==> config.mk <==
export PLATFORM = sky130hd
export DESIGN_NAME = instr_fetch_unit
export DESIGN_NICKNAME = d
export VERILOG_FILES = /design/src/rtl/instr_fetch_unit.sv
export SDC_FILE = /design/constraint.sdc
export NUM_CORES = 1
export LEC_CHECK = 0
export ABC_CLOCK_PERIOD_IN_PS = 8200
export CAP_MARGIN = 0
export CORE_MARGIN = 10
export CORE_UTILIZATION = 50
export DETAILED_ROUTE_END_ITERATION = 7
export GPL_TIMING_DRIVEN = 0
export PLACE_DENSITY_LB_ADDON = 0.3
export SYNTH_ARGS = -nofsm -noshare
export SYNTH_HDL_FRONTEND = slang
export SYNTH_SLANG_ARGS = --single-unit
==> constraint.sdc <==
create_clock -name clk -period 8.2 [get_ports clk]
set_input_delay 0.82 -clock clk [delete_from_list [all_inputs] [get_ports clk]]
set_output_delay 0.82 -clock clk [all_outputs]
set_load 0.05 [all_outputs]
==> src/rtl/instr_fetch_unit.sv <==
// instr_fetch_unit: holds the PC, issues one word read at a time to
// instruction memory, buffers returned words in a small prefetch queue
// and presents them to execute on a valid/ready interface.
// A redirect loads a new PC, flushes the queue and drops any in-flight read.
//
// Optional build macro FETCH_PERF_EN adds the stall_cnt output, which counts
// cycles with no instruction available to execute.
//
// FSM states:
//   state  | meaning
//   S_IDLE | no request issued; waiting for a free queue slot
//   S_REQ  | request at imem_addr (== pc) outstanding; data is kept on ack
//   S_DROP | request at an old address outstanding; data is discarded on ack

module instr_fetch_unit #(
    parameter logic [31:0] RESET_PC = 32'h0000_0000,
    parameter int          DEPTH    = 2
) (
    input  logic        clk,
    input  logic        rst,
    output logic        imem_req,
    output logic [31:0] imem_addr,
    input  logic        imem_ack,
    input  logic [31:0] imem_rdata,
    output logic [31:0] instr,
    output logic [31:0] instr_pc,
    output logic        instr_valid,
    input  logic        instr_ready,
    input  logic        redirect,
    input  logic [31:0] redirect_pc
`ifdef FETCH_PERF_EN
    ,
    output logic [31:0] stall_cnt
`endif
);

    localparam int PW = (DEPTH > 1) ? $clog2(DEPTH) : 1;
    localparam int CW = PW + 1;
    localparam logic [CW-1:0] DEPTH_C = CW'(DEPTH);

    typedef enum logic [1:0] {
        S_IDLE = 2'd0,
        S_REQ  = 2'd1,
        S_DROP = 2'd2
    } state_t;

    state_t        state;
    logic [31:0]   pc;
    logic          req_q;
    logic [31:0]   addr_q;

    logic [31:0]   q_instr [DEPTH];
    logic [31:0]   q_pc    [DEPTH];
    logic [PW-1:0] head;
    logic [PW-1:0] tail;
    logic [CW-1:0] count;

    logic          ack_hit;
    logic          push;
    logic          pop;
    logic [CW-1:0] cnt_after;
    logic [31:0]   pc_plus4;
    logic [31:0]   redirect_tgt;
    logic          unused_rpc_lsb;

    // The low two bits of the redirect target are deliberately ignored.
    assign unused_rpc_lsb = ^redirect_pc[1:0];
    assign redirect_tgt   = {redirect_pc[31:2], 2'b00};
    assign pc_plus4       = pc + 32'd4;

    // An ack only counts while a request is actually outstanding, so a
    // stray ack after reset or in IDLE has no effect.
    assign ack_hit     = imem_ack && req_q;
    assign push        = ack_hit && (state == S_REQ) && !redirect;
    assign instr_valid = (count != '0);
    assign pop         = instr_valid && instr_ready;

    assign imem_req  = req_q;
    assign imem_addr = addr_q;
    assign instr     = instr_valid ? q_instr[head] : 32'd0;
    assign instr_pc  = instr_valid ? q_pc[head]    : 32'd0;

    // Occupancy after this cycle's push and pop (redirect handled separately).
    always_comb begin
        cnt_after = count;
        if (push && !pop) begin
            cnt_after = count + CW'(1);
        end else if (pop && !push) begin
            cnt_after = count - CW'(1);
        end
    end

    // Fetch FSM: owns pc, imem_req and the registered request address.
    always_ff @(posedge clk) begin
        if (rst) begin
            state  <= S_IDLE;
            pc     <= RESET_PC;
            req_q  <= 1'b0;
            addr_q <= 32'd0;
        end else if (redirect) begin
            pc <= redirect_tgt;
            case (state)
                S_REQ: begin
                    if (imem_ack) begin
                        state  <= S_REQ;
                        addr_q <= redirect_tgt;
                    end else begin
                        // Address must stay stable until the old read completes.
                        state <= S_DROP;
                    end
                end
                S_DROP: begin
                    if (imem_ack) begin
                        state  <= S_REQ;
                        addr_q <= redirect_tgt;
                    end
                end
                default: begin
                    state  <= S_REQ;
                    req_q  <= 1'b1;
                    addr_q <= redirect_tgt;
                end
            endcase
        end else begin
            case (state)
                S_IDLE: begin
                    if (count < DEPTH_C) begin
                        state  <= S_REQ;
                        req_q  <= 1'b1;
                        addr_q <= pc;
                    end
                end
                S_REQ: begin
                    if (imem_ack) begin
                        pc <= pc_plus4;
                        if (cnt_after < DEPTH_C) begin
                            addr_q <= pc_plus4;
                        end else begin
                            state <= S_IDLE;
                            req_q <= 1'b0;
                        end
                    end
                end
                S_DROP: begin
                    if (imem_ack) begin
                        state  <= S_REQ;
                        addr_q <= pc;
                    end
                end
                default: begin
                    state <= S_IDLE;
                    req_q <= 1'b0;
                end
            endcase
        end
    end

    // Queue pointers and occupancy; a redirect empties the queue outright.
    always_ff @(posedge clk) begin
        if (rst || redirect) begin
            head  <= '0;
            tail  <= '0;
            count <= '0;
        end else begin
            if (push) begin
                tail <= tail + PW'(1);
            end
            if (pop) begin
                head <= head + PW'(1);
            end
            count <= cnt_after;
        end
    end

    // Queue storage; entries are only read while counted as valid.
    always_ff @(posedge clk) begin
        if (push) begin
            q_instr[tail] <= imem_rdata;
            q_pc[tail]    <= addr_q;
        end
    end

`ifdef FETCH_PERF_EN
    // Saturating count of cycles with nothing to hand to execute.
    always_ff @(posedge clk) begin
        if (rst) begin
            stall_cnt <= 32'd0;
        end else if (!instr_valid && (stall_cnt != 32'hFFFF_FFFF)) begin
            stall_cnt <= stall_cnt + 32'd1;
        end
    end
`endif

endmodule

# Word level (Yosys, flattened, before mapping)
# Memories as Yosys holds them, arrays and structs flattened. A register that Yosys moved wholly into a read port is not among the register bits.
# Cells that the tools add are included.
# word_totals
output_inout_bits	98
wordCells	84
in_bits	69
ff_bits	71
ramBits	128
mem_count	2
# memory_table
memory	depth	width	rd	rd_clocked_by_memory_dff	wr	line	rtl
q_instr	2	32	1	1	1	52	logic [31:0] q_instr [DEPTH];
q_pc	2	32	1	1	1	53	logic [31:0] q_pc [DEPTH];
# classes
muxes	35
eq_ne	10
magnitude_cmp	2
addsub	5
n_reduce_logical	22
# op_table
cell	count
32-bit two-way mux	12
32-bit case mux with 3 select lines	1
32-bit by 3-bit adder with 32-bit output (second input constant)	1
2-bit two-way mux	8
3-bit != test (second input constant)	5
1-bit two-way mux	11
1-bit logical AND	6
2-bit case mux with 3 select lines	1
6-bit AND reduction	1
2-bit nonzero test	3
5-bit AND reduction	1
2-bit less-than comparator (second input constant)	2
2-bit != test (second input constant)	2
2-bit case mux with 2 select lines	1
2-bit AND reduction	2
4-bit nonzero test	1
2-bit OR reduction	2
1-bit zero test	3
3-bit by 2-bit != test with 1-bit output (second input constant)	1
1-bit case mux with 3 select lines	1
3-bit AND reduction	1
1-bit adder (second input constant)	2
2-bit by 1-bit adder with 2-bit output (second input constant)	1
2-bit by 1-bit == test with 1-bit output (second input constant)	1
other kinds (4)	4

# Depth between registers and ports, before layout
# depth
ltp_word	12
depth_mapped	15
mapped_depth_nobuf	11

# Least setup slack after synthesis
# No wires, ideal clock.
# synth_path
kind	input to register
startpoint	input imem_ack
endpoint	memory q_instr[0][0], enable pin
arrival_ps	4251
setup_ps	482
stages	7
path_slack_ps	3467
cell_sequence	buf_4 > and2_0 > clkbuf_1 > and3_1 > clkbuf_1 > inv_1 > nor2_1
# synth_via
elab_chain_len	5
# synth_lines
item	line	rtl
start: declaration	23	input logic imem_ack,
1-bit logical AND	73	assign ack_hit = imem_ack && req_q;
1-bit logical AND (2 in series)	74	assign push = ack_hit && (state == S_REQ) && !redirect;
1-bit two-way mux	177	if (push) begin
1-bit two-way mux (not written as such)	178	q_instr[tail] <= imem_rdata;
end: declaration	52	
# Every way passes these cells.

# Worst setup path after layout
# layout_path
startpoint	register state[1]
endpoint	register addr_q[23] (netlist: imem_addr[23])
# layout_via
elab_chain_len	10
elab_cells_between_ends	22
classes_between	order compare: 1; eq/ne: 7; mux: 5; reduce/logical: 9
# layout_lines
item	line	rtl
start: declaration	47	state_t state;
start signal: assignment	96	state <= S_IDLE;
start signal: assignment	105	state <= S_REQ;
start signal: assignment	109	state <= S_DROP;
2-bit by 1-bit == test with 1-bit output	74, 102, 125	
1-bit logical AND (2 in series)	74	
1-bit zero test	88	end else if (pop && !push) begin
1-bit logical AND	88	
2-bit two-way mux	88	
2-bit two-way mux	86	if (push && !pop) begin
2-bit less-than comparator	136	if (cnt_after < DEPTH_C) begin
3-bit by 2-bit != test with 1-bit output (no line)	--	
6-bit AND reduction (no line)	--	
end signal: assignment	130	addr_q <= pc;
end signal: assignment	137	addr_q <= pc_plus4;
end signal: assignment	147	addr_q <= pc;
end: declaration	50	logic [31:0] addr_q;
# Several ways; a longest one is shown, not always the timed one.
# A chain may end at the register's enable or synchronous reset.

==> out/results.ini <==
[outcome]
status=finished, final reports clean

[sta]
hold_viol_final=0
min_period_ns=4.03
tightest_slew_ns=1.15
slew_headroom=0.227
fin_crit_sh=0.492
max_freq_mhz=248
rsz0062_at_grt=false
finalMaxSlewViolations=0
fin_hold_ws_ns=0.483
clock_skew_ns=0.0130
timing.setup.tns_ns=0
setup_viol=0
setup_slack_ns=4.17

[worst_setup_path]
cp_slowest_cell=clkbuf_1
crit_fanout=10
worstReg2RegEnd=imem_addr[23]
path_buf_inv=6
regToRegSetupSlack_ns=4.17
crit_type=flop to flop
reg2reg_depth=15
r2r-start=state[1]
crit_required_ns=8.56
crit_path_max_incr_delay_ns=0.45
arrival_ns=4.39
start_kind=flop
critical_path.top_delay_family=buffers and inverters
path_cells=inv_1 > ha_1 > and2_0 > clkbuf_1 > and3_1 > clkbuf_1 > inv_1 > ha_1 > nor3b_1 > a2111o_1 > a31oi_1 > clkbuf_1 > buf_2 > o311ai_0 > a21oi_1
crit_path_frequent_cell=clkbuf_1
end_kind=flop

[global_route]
grt_pass1_vias=6356
antenna_found_initial=1
grt_max_degree=63
grt-ovfl-total=0
grt_pass1_wl_um=35600
grt_usage=0.201

[power_and_ir_drop]
seqPwrFrac=0.510
switchingPower_uw=583
clock_power_share=0.362
p_int_uw=1570
p_leak_uw=0.00359
max-vdd-ir-drop_uv=146
switching_share=0.271
powerDensity_nw_per_um2=194
combPwrFrac=0.127

[logic_synthesis]
synthTopCellsByArea=edfxtp_1 43%, dfxtp_1 16%, mux2i_1 7.9%
synthesis.instances=768
synth_ff_type=edfxtp_1
yosys_register_bits=192
yosysSeqAreaShare=0.588
syn-cell-area_um2=8640
avgSynthCellArea_um2=11.3
yosysWarningCount=0
synth_edf_count=124
yosys.cell_count.top_type=edfxtp_1
ys_types=49
yosys.area.top_type=edfxtp_1
yosysTopAreaCellShare=0.431
ys_async_sr_fraction=0
synth_common_cells=124 x edfxtp_1, 88 x nor2_1, 68 x dfxtp_1, 68 x mux2i_1, 54 x nand2_1

[cts]
cts_tree=built
cts.clk_slew.worst_paths_ns=0.07
clock-root-buffer=clkbuf_16
clk_latency_ns=0.44
hold_buffers=0
cts_setup_buffers=0
htreeDepth=4
cts_sinks=192
cts_buffers=17
clock_path_buffers=2
ctsResizeCount=0

[worst_hold_path]
hp-start=imem_addr[16]
hp-class=flop to flop
hold_path_end=q_pc[1][16]
whs_path_depth=0

[drt]
wirelength_um=23300
wire_per_inst_um=19.7
ant_nets=0
vias=6639
drc=0
viasPerCell=5.59
drt-pass1-iter-count=5
detail_route.iter0.violations=526

[cells_and_area]
multiInputGateArea_um2=3280
fill_cells=1393
antennaDiodeCount=0
final_core_util=0.649
layout-drive-gt1-share=0.0572
syn2layout_area_growth_pct=28.6
nets=1025
seq_area_um2=5080

[die]
coreArea_um2=17100
die_width_um=151
dieArea_um2=22900
start_util=0.505
dieHeight_um=151
rows=48
boundaryPins=167

[placed_design]
pre_cts_ws_ns=4.00
routabilityCongestion=0.937
place_hpwl_um=17200
port-buffer-count=157

[flow_run]
cap_violations=0

[placed cells by master, fill, tap and decap left out, types with 9 or more instances in the layout]
cell type and instances:
clkdlybuf4s50_1 157, nor3_1 21, nand3_1 24, nor4_1 15
a21boi_0 13, a21oi_1 24, dfxtp_1 68, clkbuf_1 37
buf_2 10, nor2_1 87, clkbuf_16 17, edfxtp_1 124
inv_1 12, xnor2_1 21, a211oi_1 9, o21ai_0 20
buf_1 10, mux2i_1 68, nand2_1 54, xor2_1 19
o21a_1 17, nand4_1 11
[power by group through the flow]
stage / combinational, uW / clock [uW] / sequential (uW)
floorplan: 105 / 0 / 1170
global placement: 268 / 0 / 1120
finish: 275 / 780 / 1100
global route: 292 / 835 / 1100
detailed placement: 272 / 0 / 1120
CTS: 274 / 783 / 1100
[through the flow]
stage | cells | total power [uW] | area [um^2]
2_1_floorplan | 771 | 1280 | 8660
3_3_place_gp | 1153 | 1390 | 10500
3_5_place_dp | 1155 | 1390 | 10600
4_1_cts | 1187 | 2150 | 11100
5_1_grt | 1187 | 2230 | 11100
6_report | 1187 | 2150 | 11100
[worst max-delay path by stage]
stage | from | to | cells past startpoint | slack [ns]
after floorplan | imem_ack | q_instr[0][0] | 7 | 3.47
after detailed placement | imem_ack | imem_addr[23] | 14 | 4.00
after global routing | state[1] | imem_addr[23] | 15 | 3.85
after CTS | state[1] | imem_addr[23] | 15 | 4.20
after global placement | imem_ack | q_pc[0][12] | 7 | 1.90
final | state[1] | imem_addr[23] | 15 | 4.17
[sequential cells by signal, indices dropped and copies added (netlist names), named ones only]
name       cells
pc            30
q_instr       64
imem_addr     30
state          2
head           1
imem_req       1
tail           1
count          2
q_pc          60
[routing by layer]
metal / part of all wire / up-vias / GRT usage
met5: 0.00047 / - / 0
li1: - / 3174 / -
met4: 0.015 / 2 / 0.0544
met2: 0.47 / 253 / 0.325
met3: 0.079 / 31 / 0.0422
met1: 0.44 / 3179 / 0.268
[logic make-up (layout without fill, tap and decap cells)]
family                   count (synthesis)  after routing  share of synthesized area
AND/OR/NAND/NOR                        253            253                      0.139
other                                    1              4                   0.000434
flip-flops                             192            192                      0.588
multiplexers                            70             70                     0.0813
adder cells (fa/ha/maj)                  7              7                     0.0101
buffers and inverters                   73            264                     0.0353
XOR/XNOR                                40             40                     0.0405
AO/OA/AOI/OAI                          132            132                      0.105
[area by class of cell]
cell class                      count  area share
Buffer                             61      0.0234
Sequential cell                   192       0.458
Tap cell                          225      0.0253
Clock buffer                       18      0.0386
Inverter                           12     0.00405
Multi-Input combinational cell    506       0.295
Timing Repair Buffer              159       0.145
Clock inverter                     14      0.0114
Note: power is estimated with default switching activity, not from simulation.
